==> src/rtl/accum_cpu_pkg.sv <==
// Shared types for the parametrised accumulator CPU: FSM states, opcodes and
// ALU operation select.
package accum_cpu_pkg;

  typedef enum logic [3:0] {
    FETCH1 = 4'd0,
    FETCH2 = 4'd1,
    FETCH3 = 4'd2,
    ADD1   = 4'd3,
    ADD2   = 4'd4,
    SUB1   = 4'd5,
    SUB2   = 4'd6,
    AND1   = 4'd7,
    AND2   = 4'd8,
    INC1   = 4'd9,
    JMP1   = 4'd10,
    JC1    = 4'd11,
    JZ1    = 4'd12,
    MOV1   = 4'd13
  } state_e;

  localparam logic [2:0] OP_ADD = 3'd0;
  localparam logic [2:0] OP_SUB = 3'd1;
  localparam logic [2:0] OP_AND = 3'd2;
  localparam logic [2:0] OP_INC = 3'd3;
  localparam logic [2:0] OP_JMP = 3'd4;
  localparam logic [2:0] OP_JC  = 3'd5;
  localparam logic [2:0] OP_JZ  = 3'd6;
  localparam logic [2:0] OP_MOV = 3'd7;

  typedef enum logic [1:0] {
    ALU_ADD = 2'd0,
    ALU_SUB = 2'd1,
    ALU_AND = 2'd2
  } alu_sel_e;

endpackage

==> src/rtl/accum_cpu_alu.sv <==
// Combinational ALU for the accumulator CPU: add with carry-out, subtract
// and bitwise AND.
module accum_cpu_alu
  import accum_cpu_pkg::*;
#(
  parameter int unsigned DW = 9
) (
  input  logic [DW-1:0] ac,
  input  logic [DW-1:0] dr,
  input  alu_sel_e      sel,
  output logic [DW-1:0] result,
  output logic          cout
);

  always_comb begin
    result = '0;
    cout   = 1'b0;
    case (sel)
      ALU_ADD: {cout, result} = {1'b0, ac} + {1'b0, dr};
      ALU_SUB: result = ac - dr;
      ALU_AND: result = ac & dr;
      default: ;
    endcase
  end

endmodule

==> src/rtl/accum_cpu_param.sv <==
// Parametrised one-bus accumulator CPU with a ready-handshake memory port.
// Holds all architectural registers and the control FSM.
module accum_cpu_param
  import accum_cpu_pkg::*;
#(
  parameter int unsigned AW  = 6,
  parameter int unsigned DW  = 9,
  parameter int unsigned OPW = 3
) (
  input  logic          clk,
  input  logic          clr,
  input  logic [DW-1:0] d,
  input  logic          mem_ready,
  output logic          read,
  output logic          write,
  output logic [AW-1:0] a,
  output logic [DW-1:0] data,
  output logic [AW-1:0] pc_o,
  output logic          carry_o,
  output logic          zero_o,
  output logic [3:0]    state_o
);

  if (DW != AW + 3 || OPW != 3) begin : g_width_check
    $error("accum_cpu_param: DW must equal AW+3 and OPW must be 3");
  end

  state_e         state_q, state_d;
  logic [AW-1:0]  pc_q, pc_d, ar_q, ar_d;
  logic [DW-1:0]  ac_q, ac_d, dr_q, dr_d;
  logic [OPW-1:0] ir_q, ir_d;
  logic           carry_q, carry_d;

  alu_sel_e      alu_sel;
  logic [DW-1:0] alu_res;
  logic          alu_cout;

  // The latched opcode picks the ALU operation for the shared *2 execute step.
  always_comb begin
    case (ir_q)
      OP_SUB:  alu_sel = ALU_SUB;
      OP_AND:  alu_sel = ALU_AND;
      default: alu_sel = ALU_ADD;
    endcase
  end

  accum_cpu_alu #(.DW(DW)) u_alu (
    .ac     (ac_q),
    .dr     (dr_q),
    .sel    (alu_sel),
    .result (alu_res),
    .cout   (alu_cout)
  );

  always_comb begin
    state_d = state_q;
    pc_d    = pc_q;
    ac_d    = ac_q;
    ar_d    = ar_q;
    dr_d    = dr_q;
    ir_d    = ir_q;
    carry_d = carry_q;
    case (state_q)
      FETCH1: begin
        ar_d    = pc_q;
        state_d = FETCH2;
      end
      FETCH2: if (mem_ready) begin
        dr_d    = d;
        pc_d    = pc_q + AW'(1);
        state_d = FETCH3;
      end
      FETCH3: begin
        ir_d = dr_q[DW-1 -: OPW];
        ar_d = dr_q[AW-1:0];
        case (dr_q[DW-1 -: OPW])
          OP_ADD:  state_d = ADD1;
          OP_SUB:  state_d = SUB1;
          OP_AND:  state_d = AND1;
          OP_INC:  state_d = INC1;
          OP_JMP:  state_d = JMP1;
          OP_JC:   state_d = JC1;
          OP_JZ:   state_d = JZ1;
          OP_MOV:  state_d = MOV1;
          default: state_d = FETCH1;
        endcase
      end
      ADD1: if (mem_ready) begin dr_d = d; state_d = ADD2; end
      SUB1: if (mem_ready) begin dr_d = d; state_d = SUB2; end
      AND1: if (mem_ready) begin dr_d = d; state_d = AND2; end
      ADD2, SUB2, AND2: begin
        ac_d    = alu_res;
        carry_d = alu_cout;
        state_d = FETCH1;
      end
      INC1: begin
        ac_d    = ac_q + DW'(1);
        carry_d = 1'b0;
        state_d = FETCH1;
      end
      JMP1: begin
        pc_d    = dr_q[AW-1:0];
        state_d = FETCH1;
      end
      JC1: begin
        if (carry_q) pc_d = dr_q[AW-1:0];
        state_d = FETCH1;
      end
      JZ1: begin
        if (ac_q == '0) pc_d = dr_q[AW-1:0];
        state_d = FETCH1;
      end
      MOV1: if (mem_ready) state_d = FETCH1;
      default: state_d = FETCH1;
    endcase
  end

  always_ff @(posedge clk) begin
    if (clr) begin
      state_q <= FETCH1;
      pc_q    <= '0;
      ac_q    <= '0;
      ar_q    <= '0;
      dr_q    <= '0;
      ir_q    <= '0;
      carry_q <= 1'b0;
    end else begin
      state_q <= state_d;
      pc_q    <= pc_d;
      ac_q    <= ac_d;
      ar_q    <= ar_d;
      dr_q    <= dr_d;
      ir_q    <= ir_d;
      carry_q <= carry_d;
    end
  end

  assign read    = (state_q == FETCH2) || (state_q == ADD1) ||
                   (state_q == SUB1)   || (state_q == AND1);
  assign write   = (state_q == MOV1);
  assign a       = ar_q;
  assign data    = ac_q;
  assign pc_o    = pc_q;
  assign carry_o = carry_q;
  assign zero_o  = (ac_q == '0);
  assign state_o = state_q;

endmodule
==> config.mk <==
export PLATFORM = sky130hd
export DESIGN_NAME = accum_cpu_param
export DESIGN_NICKNAME = d
export VERILOG_FILES = /design/src/rtl/accum_cpu_pkg.sv /design/src/rtl/accum_cpu_alu.sv /design/src/rtl/accum_cpu_param.sv
export SDC_FILE = /design/constraint.sdc
export NUM_CORES = 1
export LEC_CHECK = 0
export ABC_AREA = 1
export CAP_MARGIN = 10
export CORE_MARGIN = 2
export CORE_UTILIZATION = 30
export CTS_CLUSTER_DIAMETER = 80
export DETAILED_ROUTE_END_ITERATION = 10
export GPL_TIMING_DRIVEN = 0
export MAX_ROUTING_LAYER = met4
export PLACE_DENSITY_LB_ADDON = 0.1
export REMOVE_ABC_BUFFERS = 1
export SETUP_SLACK_MARGIN = 0.3
export SKIP_CTS_REPAIR_TIMING = 1
export SLEW_MARGIN = 20
export SYNTH_ARGS = -nofsm -noshare
export SYNTH_HDL_FRONTEND = slang
export SYNTH_HIERARCHICAL = 1
export SYNTH_SLANG_ARGS = --single-unit
==> constraint.sdc <==
create_clock -name clk -period 2.43 [get_ports clk]
set_input_delay 0.243 -clock clk [delete_from_list [all_inputs] [get_ports clk]]
set_output_delay 0.243 -clock clk [all_outputs]
set_load 0.01 [all_outputs]
==> results of run 1 <==
## power groups by stage
stage / combinational [mW] / clock, mW / sequential (mW)
after floorplan: 0.656 / 0 / 0.897
after global placement: 1.01 / 0 / 0.910
after detailed placement: 1.02 / 0 / 0.912
after CTS: 1.02 / 0.449 / 0.896
after global routing: 1.24 / 0.480 / 0.919
final: 1.09 / 0.432 / 0.901
## path summary, 6_finish.rpt
path	start	to	slack, ns	cells after the start
setup / recovery	data[0]$_SDFFE_PP0P_	data[4]$_SDFFE_PP0P_	0.40	13
hold / removal	register	state_o[1]$_SDFFE_PP0P_	0.47	2
setup reg to reg	data[0]$_SDFFE_PP0P_	data[4]$_SDFFE_PP0P_	0.40	13
hold reg to reg	register	state_o[1]$_SDFFE_PP0P_	0.47	2
## sequential cells by signal (all words and copies together), names as in the netlist, named ones only
signal,count
pc_o,6
dr_q,9
data,9
a,6
ir_q,3
carry_o,1
state_o,4
## per-layer routing
| layer | part of all wire | up-vias | GRT usage |
|---|---|---|---|
| li1 | - | 1713 | - |
| met1 | 0.52 | 1490 | 0.246 |
| met2 | 0.44 | 45 | 0.254 |
| met3 | 0.033 | 6 | 0.0260 |
| met4 | 0.0070 | 0 | 0.0247 |
| met5 | 0 | - | - |
## worst max-delay path, delay by kind of cell, from the launching register on
family | cells | cell delay (ns)
AO/OA/AOI/OAI | 1 | 0.16
flip-flops | 1 | 0.38
AND/OR/NAND/NOR | 8 | 0.80
adder cells (fa/ha/maj) | 2 | 0.49
buffers and inverters | 2 | 0.10
## cell usage in the layout (no fill, tap or decap), types with 7 or more instances in the layout
cell type        Yosys  layout
o21ai_0             29      29
a31oi_1              7       7
ha_1                20      15
a21oi_1             39      38
nor2_4               6       7
nor2_1              36      33
inv_1               74      70
nand3_1             44      43
dfxtp_2              0      10
inv_2                7       8
clkdlybuf4s50_1      0      38
nand2_1            157     155
dfxtp_1             42      29
## synth_stat cells (3+ instances only)
cell type	number	area share
inv_2	7	0.0081
nor3_1	3	0.0046
buf_4	3	0.0070
nor2_4	6	0.021
xor2_1	5	0.014
inv_1	74	0.086
buf_2	3	0.0046
buf_6	4	0.014
a31oi_1	7	0.014
ha_1	20	0.077
nand2_2	3	0.0058
nand3_1	44	0.068
a21oi_1	39	0.060
o21ai_0	29	0.045
nor2_1	36	0.042
o21ai_1	4	0.0062
nand2_1	157	0.18
o211ai_1	3	0.0070
nand2_4	3	0.010
nor2_2	3	0.0058
dfxtp_1	42	0.26
nand3b_1	3	0.0070
## logic make-up (layout without fill, tap and decap cells)
family	count (synthesis)	in the layout
flops	42	42
buf+inv	92	132
fa+ha+maj	22	22
simple gates	265	265
xor+xnor	5	5
compound gates	89	89
## cell type report
type,count,share of cell area
Sequential cell,42,0.219
Timing Repair Buffer,43,0.108
Clock buffer,7,0.0193
Inverter,81,0.0793
Multi-Input combinational cell,381,0.529
Tap cell,136,0.0431
Timing Repair inverter,1,0.00127
## through the flow
| step | hold slack, ns | instance area (um2) |
|---|---|---|
| finish | 0.468 | 3950 |
| global route | 0.495 | 3950 |
| CTS | 0.477 | 3790 |
| detailed placement | 0.464 | 3710 |
| global placement | 0.458 | 3710 |
| floorplan | 0.312 | 3140 |
==> flow_metrics.py, run 1 <==
metrics = {
    "run_status": {
        "status": "complete, no violations",
    },
    "clocking": {
        "clkTransAtPathRegs_ns": 0.08,
        "cts.root.buffer_cell": "clkbuf_8",
        "htree_levels": 2,
        "clk_latency_ns": 0.29,
        "clockBufferDepth": 2,
        "cts_tree": "built",
        "numCtsBuffers": 5,
        "clock-sinks": 42,
    },
    "yosys": {
        "synth_cells": 515,
        "synth-xor-area-share": 0.0136,
        "synth_ff_type": "dfxtp_1",
        "yosysWarnings": 6,
        "synth_edf_count": 0,
        "synth_top_family_by_area": "simple AND/OR/NAND/NOR gates",
        "synthSimpleGateAreaFrac": 0.363,
        "synth.avg_cell_area_um2": 6.27,
        "yosysUniqueCellTypes": 34,
        "async_reset_ff_frac": 0,
        "synth-seq-area-share": 0.260,
        "synthMuxAreaShare": 0,
        "synth_area_um2": 3230,
        "synth_fa_ha_area_frac": 0.0899,
        "synth_compound_area_frac": 0.152,
        "synth-seq-cells": 42,
    },
    "layout": {
        "regArea_um2": 865,
        "num_antenna_cells": 0,
        "multi_input_area_um2": 2090,
        "final_core_util": 0.380,
        "nets": 589,
        "drive_gt1_frac": 0.124,
        "num-fill-cells": 1151,
        "area_growth_pct": 22.1,
        "final_cells": 691,
    },
    "place": {
        "place_congestion": 0.891,
        "dp_slack_ns": -0.0691,
        "place_inst": 680,
        "hpwl_um": 7100,
        "io_buffers": 40,
    },
    "power": {
        "comb_power_share": 0.449,
        "p_seq_frac": 0.372,
        "total_power_mw": 2.42,
        "switching_power_uw": 993,
        "powerDensity_nw_per_um2": 613,
        "swShare": 0.411,
        "pwr-share-clk": 0.179,
        "p_int_mw": 1.43,
        "p_leak_nw": 1.80,
        "peakVddDrop_uv": 253,
    },
    "floorplan": {
        "ios": 41,
        "placeableCoreArea_um2": 10400,
        "fp.dieArea_um2": 11600,
        "dieWidth_um": 108,
        "start_util": 0.312,
        "rows": 37,
        "die_h_um": 108,
    },
    "route": {
        "drt-total-wl_um": 9320,
        "viasPerCell": 4.71,
        "dr.pass1.iters": 4,
        "wl_per_cell_um": 13.5,
        "antenna_left": 0,
        "vias": 3254,
        "route.detailed.drc": 0,
        "first_iter_violations": 198,
    },
    "timing": {
        "fmax_mhz": 492,
        "maxSlewHeadroom": 0.433,
        "hold_viol_final": 0,
        "clock_skew_ns": 0.00464,
        "setup_tns_ns": 0,
        "drv_slew": 0,
        "setup_viol": 0,
        "rsz0062_at_grt": "yes",
        "fin_crit_sh": 0.837,
        "period_minus_slack_ns": 2.03,
        "fin_ws_ns": 0.397,
        "tightest_slew_ns": 0.849,
    },
    "critical_path": {
        "endpoint_kind": "register",
        "cp.arrival_ns": 2.22,
        "crit_type": "reg2reg",
        "worstPathMaxFanout": 6,
        "critPathRequiredTime_ns": 2.62,
        "cpPeakStageDelay_ns": 0.38,
        "crit_slowest_cell": "dfxtp_4",
        "startpoint_type": "register",
        "crit_chain": "inv_4, ha_4, inv_2, fa_2, nand2_2, nand2_4, and2_4, or2_0, nand3_1, nand3_2, nor2_2, nor2_1, o21a_1",
    },
    "global_route": {
        "grt_pass1_vias": 3007,
        "grt_max_degree": 22,
        "grt_pass1_wl_um": 15200,
        "grt.total_usage": 0.170,
        "antenna_found_initial": 0,
        "overflow": 0,
    },
    "run": {
        "drv_cap": 0,
    },
    "hold_path": {
        "hold_path_class": "reg2reg",
    },
}
Note: power is estimated with default switching activity, not from simulation.
==> run 2, diff against run 1 <==
==> constraint.sdc (replaced) <==
create_clock -name clk -period 1.75 [get_ports clk]
set_input_delay 0.175 -clock clk [delete_from_list [all_inputs] [get_ports clk]]
set_output_delay 0.175 -clock clk [all_outputs]
set_load 0.01 [all_outputs]
==> flow_metrics.py, run 2 (same netlist as run 1, synthesis figures left out) <==
metrics = {
    "timing": {
        "drv_slew": 0,
        "tightest_slew_ns": 0.492,
        "clock_skew_ns": 0.00618,
        "rsz0062_at_grt": "yes",
        "fmax_mhz": 493,
        "maxSlewHeadroom": 0.672,
        "hold_viol_final": 0,
        "setup_viol": 5,
        "period_minus_slack_ns": 2.03,
        "fin_ws_ns": -0.277,
        "fin_crit_sh": 1.16,
    },
    "place": {
        "place_inst": 680,
        "place_congestion": 0.891,
        "hpwl_um": 7100,
        "io_buffers": 40,
    },
    "layout": {
        "final_cell_mix": "nand2_1, inv_1, nand3_1",
        "num-fill-cells": 1091,
        "nets": 615,
        "final_core_util": 0.444,
        "drive_gt1_frac": 0.308,
        "area_growth_pct": 42.7,
        "final_cells": 717,
        "num_antenna_cells": 0,
        "final_common_cell": "nand2_1",
    },
    "floorplan": {
        "placeableCoreArea_um2": 10400,
        "fp.dieArea_um2": 11600,
        "start_util": 0.312,
        "die_h_um": 108,
        "rows": 37,
        "ios": 41,
        "dieWidth_um": 108,
    },
    "route": {
        "antenna_left": 0,
        "route.detailed.drc": 0,
        "viasPerCell": 4.76,
        "vias": 3412,
        "first_iter_violations": 169,
        "drt-total-wl_um": 9990,
        "wl_per_cell_um": 13.9,
        "dr.pass1.iters": 4,
    },
    "clocking": {
        "clockBufferDepth": 2,
        "clock-sinks": 42,
        "numCtsBuffers": 5,
        "clk_latency_ns": 0.29,
        "cts.root.buffer_cell": "clkbuf_8",
        "cts_tree": "built",
        "clkTransAtPathRegs_ns": 0.08,
        "htree_levels": 2,
    },
    "critical_path": {
        "crit_chain": "inv_4, ha_4, inv_4, fa_2, nand2_2, nand2_4, and2_4, or2_0, nand3_1, nand3_2, nor2_2, nor2_1, o21a_1",
        "cp.arrival_ns": 2.22,
        "critPathRequiredTime_ns": 1.94,
        "crit_family": "simple AND/OR/NAND/NOR gates",
        "critPathBufInv": 2,
        "worstPathMaxFanout": 5,
        "crit_type": "reg2reg",
        "crit_slowest_cell": "dfxtp_4",
        "cpPeakStageDelay_ns": 0.37,
        "startpoint_type": "register",
        "cpMostUsedCell": "inv_4",
        "endpoint_kind": "register",
    },
    "hold_path": {
        "hold_path_class": "in2reg",
    },
    "global_route": {
        "grt.total_usage": 0.170,
        "overflow": 0,
        "grt_pass1_wl_um": 15200,
        "antenna_found_initial": 0,
        "grt_pass1_vias": 3007,
        "grt_max_degree": 22,
    },
    "power": {
        "swShare": 0.415,
        "switching_power_mw": 1.58,
        "powerDensity_nw_per_um2": 828,
        "p_int_mw": 2.23,
        "p_leak_nw": 2.24,
        "pwr-share-clk": 0.161,
        "p_seq_frac": 0.330,
        "comb_power_share": 0.509,
        "peakVddDrop_uv": 367,
    },
    "run_status": {
        "status": "finished, violations left",
        "failed_checks": "setup timing",
    },
    "run": {
        "drv_cap": 0,
    },
}
## run 2: changes by cell type in the layout (fill, tap and decap cells not counted), moves of 14 or more
cell             before  now
buf_4                 3   21
clkdlybuf4s50_1      38   23
dfxtp_1              29   15
dfxtp_4               3   17
nand2_1             155  130
nand2_2               4   20
## run 2: metrics by stage
step           worst slack (ns)  TNS, ns  power (mW)  area, um2  hold slack, ns
2_1_floorplan            -0.249   -0.316        2.16       3140           0.244
3_3_place_gp             -0.688   -13.73        2.67       3710           0.458
3_5_place_dp             -0.681   -13.83        2.68       3710           0.464
4_1_cts                  -0.592    -9.51        3.28       3790           0.477
5_1_grt                  -0.410    -1.45        4.12       4610           0.390
6_report                 -0.277   -0.713        3.81       4610           0.358
## run 2: worst register-to-register path: stages (launching register included)
cell     delay (ns)
dfxtp_4        0.37
inv_4          0.05
ha_4           0.12
inv_4          0.03
fa_2           0.36
nand2_2        0.10
nand2_4        0.05
and2_4         0.13
or2_0          0.21
nand3_1        0.09
nand3_2        0.09
nor2_2         0.08
nor2_1         0.04
o21a_1         0.18
## run 2: layer usage
metal | vias up | GRT usage | share of wire
met3 | 6 | 0.0260 | 0.046
li1 | 1771 | - | -
met4 | 0 | 0.0247 | 0.0065
met5 | - | - | 0
met1 | 1571 | 0.246 | 0.49
met2 | 64 | 0.254 | 0.46
## run 2: final cells by class
cell class                 instances  area (um2)  area share
timing repair buffer              69         704       0.153
tap                              136         170      0.0369
inverter                          81         343      0.0744
clock buffer                       7        76.3      0.0166
sequential                        42         917       0.199
multi-input combinational        381        2390       0.519
timing repair inverter             1        5.00     0.00109
## run 2: path summary, 6_finish.rpt
path / from / end / slack, ns / cells after the start
setup / recovery: data[0]$_SDFFE_PP0P_ / data[4]$_SDFFE_PP0P_ / -0.28 / 13
hold / removal: clr / pc_o[0]$_SDFFE_PP0P_ / 0.36 / 2
setup reg to reg: data[0]$_SDFFE_PP0P_ / data[4]$_SDFFE_PP0P_ / -0.28 / 13
hold reg to reg: register / state_o[1]$_SDFFE_PP0P_ / 0.46 / 2
## run 2: power by group through the flow
stage | sequential [mW] | clock [mW] | combinational, mW
finish | 1.26 | 0.613 | 1.94
global route | 1.28 | 0.674 | 2.16
CTS | 1.24 | 0.624 | 1.42
detailed placement | 1.27 | 0 | 1.41
global placement | 1.26 | 0 | 1.41
floorplan | 1.25 | 0 | 0.911
